[src/rtl/clkdiv_ctrl.sv]
// ============================================================================
// clkdiv_ctrl : run-time programmable clock divider with glitch-free retune
// Rev 1.0
// ============================================================================
`default_nettype none

module clkdiv_ctrl #(
    parameter int               CNT_W       = 16,
    parameter logic [CNT_W-1:0] DEFAULT_DIV = CNT_W'(2)
) (
    input  logic             clk,
    input  logic             nRST,
    input  logic             en,
    input  logic             div_valid,
    input  logic [CNT_W-1:0] div_data,
    output logic             div_ready,
    output logic             clkout,
    output logic             rise_tick,
    output logic             fall_tick,
    output logic [CNT_W-1:0] cur_div,
    output logic             busy
);

    typedef enum logic [1:0] {
        ST_STOP  = 2'd0,
        ST_RUN   = 2'd1,
        ST_DRAIN = 2'd2
    } state_t;

    // Even ratios only, minimum 2, so both phases are at least one cycle.
    function automatic logic [CNT_W-1:0] sanitize(input logic [CNT_W-1:0] d);
        logic [CNT_W-1:0] v;
        v = {d[CNT_W-1:1], 1'b0};
        if (v < CNT_W'(2)) begin
            v = CNT_W'(2);
        end
        return v;
    endfunction

    state_t           state_q;
    logic [CNT_W-1:0] cnt_q;
    logic             clkout_q;
    logic             rise_q;
    logic             fall_q;
    logic [CNT_W-1:0] cur_div_q;
    logic [CNT_W-1:0] pend_q;
    logic             pend_full_q;

    logic [CNT_W-1:0] pend_d;
    logic [CNT_W-1:0] half;
    logic             phase_done;
    logic             xfer;

    assign pend_d     = sanitize(div_data);
    assign half       = cur_div_q >> 1;
    assign phase_done = (cnt_q == (half - CNT_W'(1)));
    assign xfer       = div_valid && !pend_full_q;

    always_ff @(posedge clk or negedge nRST) begin
        if (!nRST) begin
            state_q     <= ST_STOP;
            cnt_q       <= '0;
            clkout_q    <= 1'b0;
            rise_q      <= 1'b0;
            fall_q      <= 1'b0;
            cur_div_q   <= sanitize(DEFAULT_DIV);
            pend_q      <= '0;
            pend_full_q <= 1'b0;
        end else begin
            rise_q <= 1'b0;
            fall_q <= 1'b0;

            // A transfer needs an empty slot, so it never coincides with an apply.
            if (xfer) begin
                pend_q      <= pend_d;
                pend_full_q <= 1'b1;
            end

            case (state_q)
                ST_STOP: begin
                    cnt_q    <= '0;
                    clkout_q <= 1'b0;
                    if (pend_full_q) begin
                        cur_div_q   <= pend_q;
                        pend_full_q <= 1'b0;
                    end
                    if (en) begin
                        state_q <= ST_RUN;
                    end
                end

                ST_RUN, ST_DRAIN: begin
                    if (!en && !clkout_q) begin
                        state_q <= ST_STOP;
                        cnt_q   <= '0;
                    end else if (!phase_done) begin
                        cnt_q   <= cnt_q + CNT_W'(1);
                        state_q <= en ? ST_RUN : ST_DRAIN;
                    end else begin
                        cnt_q    <= '0;
                        clkout_q <= !clkout_q;
                        if (clkout_q) begin
                            // Falling edge: the only safe point to retune or stop.
                            fall_q <= 1'b1;
                            if (pend_full_q) begin
                                cur_div_q   <= pend_q;
                                pend_full_q <= 1'b0;
                            end
                            state_q <= en ? ST_RUN : ST_STOP;
                        end else begin
                            rise_q  <= 1'b1;
                            state_q <= ST_RUN;
                        end
                    end
                end

                default: begin
                    state_q  <= ST_STOP;
                    cnt_q    <= '0;
                    clkout_q <= 1'b0;
                end
            endcase
        end
    end

    assign div_ready = !pend_full_q;
    assign clkout    = clkout_q;
    assign rise_tick = rise_q;
    assign fall_tick = fall_q;
    assign cur_div   = cur_div_q;
    assign busy      = (state_q != ST_STOP);

endmodule

`default_nettype wire

[config.mk]
export PLATFORM = sky130hd
export DESIGN_NAME = clkdiv_ctrl
export DESIGN_NICKNAME = d
export VERILOG_FILES = /design/src/rtl/clkdiv_ctrl.sv
export SDC_FILE = /design/constraint.sdc
export NUM_CORES = 1
export LEC_CHECK = 0
export ABC_AREA = 1
export CAP_MARGIN = 25
export CORE_ASPECT_RATIO = 0.7
export CORE_MARGIN = 4
export CORE_UTILIZATION = 49
export DETAILED_ROUTE_END_ITERATION = 7
export PLACE_DENSITY = 0.73
export SYNTH_ARGS = -nofsm -noshare
export SYNTH_HDL_FRONTEND = slang
export SYNTH_SLANG_ARGS = --single-unit
[constraint.sdc]
create_clock -name clk -period 2.38 [get_ports clk]
set_clock_uncertainty 0.15 [all_clocks]
set_input_delay 0.357 -clock clk [delete_from_list [all_inputs] [get_ports clk]]
set_output_delay 0.357 -clock clk [all_outputs]
set_load 0.01 [all_outputs]
==> impl_metrics.tcl, run 1 <==
set metrics [dict create \
    outcome "complete, no violations" \
    clock.fmax_mhz 445 \
    final_area_mm2 0.00366 \
    min_to "pend_q[2]" \
    nFillCells 488 \
    cpPeakStageDelay_ns 0.55 \
    fin_setup_tns_ns 0 \
    h-tree-depth 2 \
    wirelength_um 6430 \
    cp_max_fo 7 \
    yosysMostFrequentCell "nand2_1" \
    rsz0062_at_grt "true" \
    hold_depth 2 \
    synthTopCellsByArea "dfrtp_1, nand2_1, nor2_1" \
    crit_slowest_cell "dfstp_2" \
    gp_congestion 0.842 \
    p_int_mw 2.02 \
    drcViolationCount 0 \
    first_iter_violations 112 \
    r2r_start "cur_div[1]" \
    avgViaCountPerCell 4.86 \
    synth_top_family_by_area "simple AND/OR/NAND/NOR gates" \
    die_area_mm2 0.00733 \
    grt_pass1_wl_um 11200 \
    clkSlewWorstSetupHoldPaths_ns 0.10 \
    cts-root-buf "clkbuf_8" \
    yosys-top-cells-count "nand2_1, nor2_1, dfrtp_1, inv_1, nand3_1" \
    synthCells 393 \
    ioPinCount 41 \
    p_leak_nw 1.75 \
    crit_chain "inv_2 -> ha_4 -> nand2_1 -> inv_1 -> nor2_1 -> nand2_1 -> nor2_1 -> nand3_1 -> nor2_1 -> nand2_1 -> nor2_4 -> nand2_4 -> nand2_8 -> clkbuf_16 -> nand3_1 -> nand2_1" \
    yosysTopAreaCell "dfrtp_1" \
    clockBufferDepth 2 \
    synth_top_area_share_pct 43.3 \
    worstPathArrival_ns 2.35 \
    routedWlPerCell_um 12.4 \
    ff2ff_setup_slack_ns 0.13 \
    num_rows 23 \
    clkPwrFrac_pct 15.6 \
    worstSetupPathType "flip-flop to flip-flop" \
    syn_to_final_growth_pct 24.4 \
    syn_area_mm2 0.00294 \
    start_kind "flip-flop" \
    placed_cell_area_mm2 0.00346 \
    worst-r2r-cell-count 16 \
    antenna_found_initial 0 \
    fin_crit_sh_pct 94.5 \
    crit_required_ns 2.49 \
    synth.distinct_cells 32 \
    first_pass_iters 5 \
    crit_path_frequent_cell "nand2_1" \
    cts_tree "built" \
    grt_max_degree 22 \
    clock_latency_ns 0.31 \
    endpoint_kind "flip-flop" \
    syn_nets 417 \
    hp-start "pend_q[2]" \
    finalHoldViolations 0 \
    dp.final_hpwl_um 4840 \
    synthAdderAreaFrac_pct 1.70 \
    start_util_pct 50.9 \
    ant_nets 0 \
    synth_warnings 0 \
    hold_class "flip-flop to flip-flop" \
    yosys.area_share.simple_pct 37.4 \
    seq_area_frac_synth_pct 44.2 \
    finalSetupViolCount 0 \
    slew_viol_final 0 \
    async_reset_ff_share_pct 100 \
    synth_xor_area_share_pct 7.14 \
    min_period_ns 2.25 \
    r2r_end "cur_div[14]" \
    ys_ff_latch 52 \
    grt.total_usage_pct 19.1 \
    netSwitchingFraction_pct 42.0 \
    power_frac_comb_pct 45.6 \
    drive_gt1_share_pct 11.1 \
    tightestPinTransition_ns 0.505 \
    power.density_mw_per_mm2 952 \
    core_mm2 0.00578 \
    power.switching_mw 1.46 \
    ys.flop_type "dfrtp_1" \
    synth-compound-area-share_pct 2.63 \
    ir_worst_vdd_mv 0.456 \
    num-nets-final 466 \
    seq_power_share_pct 38.8 \
    drv_cap 0 \
    portBuffers 38 \
    synth_edf_count 0 \
    die-height_um 72.9 \
    clkSinkCount 52 \
    muxShareOfSynthArea_pct 0 \
    routed-via-count 2516 \
    insertedDiodeCount 0 \
    numCtsBuffers 5 \
    slew_headroom_pct 66.3 \
    die_w_um 101 \
    grt_pass1_vias 2385 \
    avgSynthCellArea_um2 7.49 \
    grt_remaining_overflow 0 \
]
-- flip-flops by register name, summed over array words and instances (netlist names) --
name	flops
clkout	1
cnt_q	16
cur_div	15
fall_tick	1
pend_full_q	1
pend_q	15
rise_tick	1
state_q	2
-- worst max-delay path, delay by kind of cell (launching register included) --
kind / cells / cell delay [ns]
flops: 1 / 0.55
fa+ha+maj: 1 / 0.23
simple gates: 12 / 1.02
buf+inv: 3 / 0.24
-- area by class of cell --
type | instances | area (um2) | area share, %
repair buffers | 51 | 518 | 14.1
flip-flops and latches | 52 | 1300 | 35.6
well taps | 75 | 93.8 | 2.56
clock buffers | 5 | 68.8 | 1.88
multi-input cells | 294 | 1510 | 41.2
clock inverters | 3 | 27.5 | 0.752
inverters | 38 | 143 | 3.89
-- cell usage in the layout (no fill, tap or decap), types with 2 or more instances in the layout --
| cell type | netlist | layout |
|---|---|---|
| inv_1 | 33 | 33 |
| buf_4 | 3 | 9 |
| clkdlybuf4s50_1 | 0 | 37 |
| nor3_1 | 2 | 2 |
| nor4_1 | 3 | 3 |
| nand3_1 | 30 | 25 |
| nand3b_1 | 3 | 3 |
| ha_1 | 4 | 3 |
| nor2_4 | 4 | 4 |
| dfrtp_1 | 51 | 51 |
| nor2_2 | 2 | 2 |
| nand2_8 | 0 | 2 |
| nor2_1 | 60 | 60 |
| nand2_2 | 1 | 3 |
| nand3_2 | 1 | 6 |
| clkbuf_8 | 0 | 5 |
| and2_1 | 2 | 2 |
| o21ai_0 | 8 | 8 |
| nand2_1 | 135 | 133 |
| inv_2 | 5 | 5 |
| nand4_1 | 4 | 4 |
| xor2_1 | 14 | 14 |
| a21oi_1 | 2 | 2 |
| xnor2_1 | 10 | 10 |
| buf_12 | 0 | 2 |
-- metrics by stage --
step                worst slack (ns)  utilization [%]  cells  hold slack, ns  power, mW
finish                         0.132             63.3    518           0.343       3.49
global route                 -0.0547             63.3    518           0.368       3.78
CTS                           0.0635             61.6    516           0.344       3.42
detailed placement            0.0905             59.8    507           0.203       2.87
global placement              0.0889             59.8    507           0.198       2.84
floorplan                     0.0891                -    393         -0.0886       2.29
-- worst max-delay path by stage --
stage / from / end / slack, ns / cells past startpoint
final: cur_div[1] / cur_div[14] / 0.13 / 16
after global routing: cur_div[1] / cur_div[14] / -0.05 / 16
after CTS: cur_div[1] / fall_tick / 0.06 / 14
after detailed placement: cur_div[1] / fall_tick / 0.09 / 14
after global placement: cur_div[1] / clkout / 0.09 / 15
after floorplan: cur_div[1] / cur_div[7] / 0.09 / 17
-- metal layers --
metal | routed length (um) | GRT usage, % | up-vias
li1 | - | - | 1318
met1 | 3210 | 28.0 | 1146
met3 | 277 | 4.01 | 7
met4 | 40 | 4.04 | 0
met2 | 2900 | 29.2 | 45
met5 | 0 | 0 | -
-- kinds of logic (layout without fill, tap and decap cells) --
family / count (synthesis) / after routing
flip-flops: 52 / 52
other: 1 / 1
AO/OA/AOI/OAI: 13 / 13
adder cells (fa/ha/maj): 4 / 4
AND/OR/NAND/NOR: 252 / 252
XOR/XNOR: 24 / 24
buffers and inverters: 47 / 97
-- power by group through the flow --
stage	clock network, mW	logic, mW	registers, mW
CTS	0.553	1.52	1.34
floorplan	0	0.951	1.33
detailed placement	0	1.51	1.36
finish	0.544	1.59	1.35
global placement	0	1.48	1.36
global route	0.590	1.81	1.38
-- what timing repair did --
item | 4_1_cts | 5_1_grt
hold endpoints to repair | 18 | 0
gates resized for setup | 0 | 11
hold buffers | 1 | 0
endpoints found under the setup margin | 0 | 34
setup buffers | 0 | 1
Power figures use the tool's default switching activity.
==> run 2: changes to the inputs <==
--- a/config.mk
+++ b/config.mk
@@ -11,7 +11,10 @@
 export CORE_MARGIN = 4
 export CORE_UTILIZATION = 49
 export DETAILED_ROUTE_END_ITERATION = 7
+export GPL_ROUTABILITY_DRIVEN = 0
 export PLACE_DENSITY = 0.73
+export SKIP_CTS_REPAIR_TIMING = 1
 export SYNTH_ARGS = -nofsm -noshare
 export SYNTH_HDL_FRONTEND = slang
 export SYNTH_SLANG_ARGS = --single-unit
+export TNS_END_PERCENT = 20
==> run 2 against run 1 <==
Compared with the run above: first-iteration DRC count decreased by 2.7%; global-route usage unchanged; count of clock-buffer cells in the layout unchanged; critical path depth unchanged; sequential power about the same; hold slack unchanged; power about the same; critical path type unchanged; largest cell class unchanged; highest routed layer unchanged.
==> impl_metrics.tcl, run 2 (synthesis gave the netlist of run 1 again) <==
set metrics [dict create \
    dp.cells 507 \
    power.density_mw_per_mm2 952 \
    fin_setup_tns_ns 0 \
    top_register "cnt_q" \
    avgViaCountPerCell 4.86 \
    routedWlPerCell_um 12.4 \
    syn_to_final_growth_pct 24.4 \
    nFillCells 488 \
    finalHoldViolations 0 \
    insertedDiodeCount 0 \
    crit_chain "inv_2 -> ha_4 -> nand2_1 -> inv_1 -> nor2_1 -> nand2_1 -> nor2_1 -> nand3_1 -> nor2_1 -> nand2_1 -> nor2_4 -> nand2_4 -> nand2_8 -> clkbuf_16 -> nand3_1 -> nand2_1" \
    numCtsBuffers 5 \
    final_common_cell "nand2_1" \
    finalWorstSetupSlack_ns 0.132 \
    num_rows 23 \
    portBuffers 38 \
    die-height_um 72.9 \
    largest_reg_flops 16 \
    ant_nets 0 \
    first_iter_violations 109 \
    ioPinCount 41 \
    worstSetupPathType "flip-flop to flip-flop" \
    hold_class "flip-flop to flip-flop" \
    cts_tree "built" \
    hold_slack_ns 0.343 \
    grt_remaining_overflow 0 \
    finalSetupViolCount 0 \
    crit_slowest_cell "dfstp_2" \
    ir_worst_vdd_mv 0.456 \
    start_util_pct 50.9 \
    crit_required_ns 2.49 \
    grt_pass1_vias 2385 \
    worstPathArrival_ns 2.35 \
    drv_cap 0 \
    wirelength_um 6430 \
    placed_cell_area_mm2 0.00346 \
    core_mm2 0.00578 \
    clockBufferDepth 2 \
    min_period_ns 2.25 \
    die_w_um 101 \
    cp_max_fo 7 \
    grt_max_degree 22 \
    fin_crit_sh_pct 94.5 \
    slew_headroom_pct 66.3 \
    final_area_mm2 0.00366 \
    slew_viol_final 0 \
    endpoint_kind "flip-flop" \
    cts-root-buf "clkbuf_8" \
    fin_cells 518 \
    h-tree-depth 2 \
    grt_pass1_wl_um 11200 \
    grt.total_usage_pct 19.1 \
    dp.final_hpwl_um 4840 \
    start_kind "flip-flop" \
    first_pass_iters 5 \
    antenna_found_initial 0 \
    drive_gt1_share_pct 11.1 \
    clock_latency_ns 0.31 \
    clkSinkCount 52 \
    die_area_mm2 0.00733 \
    rsz0062_at_grt "true" \
    clock.fmax_mhz 445 \
    crit_path_frequent_cell "nand2_1" \
    routed-via-count 2516 \
    tightestPinTransition_ns 0.505 \
    dp_slack_ns 0.0905 \
    num-nets-final 466 \
    cpPeakStageDelay_ns 0.55 \
    p_leak_nw 1.75 \
    clkSlewWorstSetupHoldPaths_ns 0.10 \
    outcome "complete, no violations" \
    mostFrequentLayoutCells "nand2_1, nor2_1, dfrtp_1" \
    drcViolationCount 0 \
]
## run 2: cell counts in the layout (fill, tap and decap cells not counted)
No cell type changed its count.
## run 2: cell type report
class                      count  area [um2]  share of cell area (%)
sequential                    52        1300                    35.6
clock inverter                 3        27.5                   0.752
multi-input combinational    294        1510                    41.2
timing repair buffer          51         518                    14.1
tap                           75        93.8                    2.56
inverter                      38         143                    3.89
clock buffer                   5        68.8                    1.88
## run 2: path summary, 6_finish.rpt
kind / startpoint / to / slack, ns / cells after the start
worst max-delay path: cur_div[1] / cur_div[14] / 0.13 / 16
worst min-delay path: pend_q[2] / pend_q[2] / 0.34 / 2
worst max register to register: cur_div[1] / cur_div[14] / 0.13 / 16
worst min register to register: pend_q[2] / pend_q[2] / 0.34 / 2
max in group asynchronous: nRST / pend_q[8] / 1.10 / 3
min in group asynchronous: nRST / cnt_q[3] / 0.38 / 2
## run 2: metrics by stage
stage / total power, mW / util (%)
6_report: 3.49 / 63.3
2_1_floorplan: 2.29 / -
3_5_place_dp: 2.87 / 59.8
4_1_cts: 3.42 / 61.5
5_1_grt: 3.78 / 63.3
3_3_place_gp: 2.84 / 59.8
## run 2: power breakdown
part / total [mW] / switching (mW) / leakage (nW) / internal [mW]
clock: 0.544 / 0.328 / 0.0463 / 0.217
combinational: 1.59 / 0.875 / 1.03 / 0.716
sequential: 1.35 / 0.261 / 0.676 / 1.09
total: 3.49 / 1.46 / 1.75 / 2.02
## run 2: metal layers
metal  GRT usage, %  wire length [um]
met1           28.0              3210
met2           29.2              2900
met3           4.01               277
met4           4.04                40
met5              0                 0
## run 2: critical path, delay by kind of cell (launching register included)
kind / cells / cell delay [ns]
adder cells (fa/ha/maj): 1 / 0.23
buffers and inverters: 3 / 0.24
AND/OR/NAND/NOR: 12 / 1.02
flip-flops: 1 / 0.55
==> run 3: changes to the inputs <==
--- a/config.mk
+++ b/config.mk
@@ -10,6 +10,8 @@
 export CORE_ASPECT_RATIO = 0.7
 export CORE_MARGIN = 4
 export CORE_UTILIZATION = 49
+export CTS_CLUSTER_DIAMETER = 80
+export CTS_CLUSTER_SIZE = 24
 export DETAILED_ROUTE_END_ITERATION = 7
 export GPL_ROUTABILITY_DRIVEN = 0
 export PLACE_DENSITY = 0.73
==> results of run 3 <==
Same layout as run 2: the final DEF is identical, and so are final timing and power.
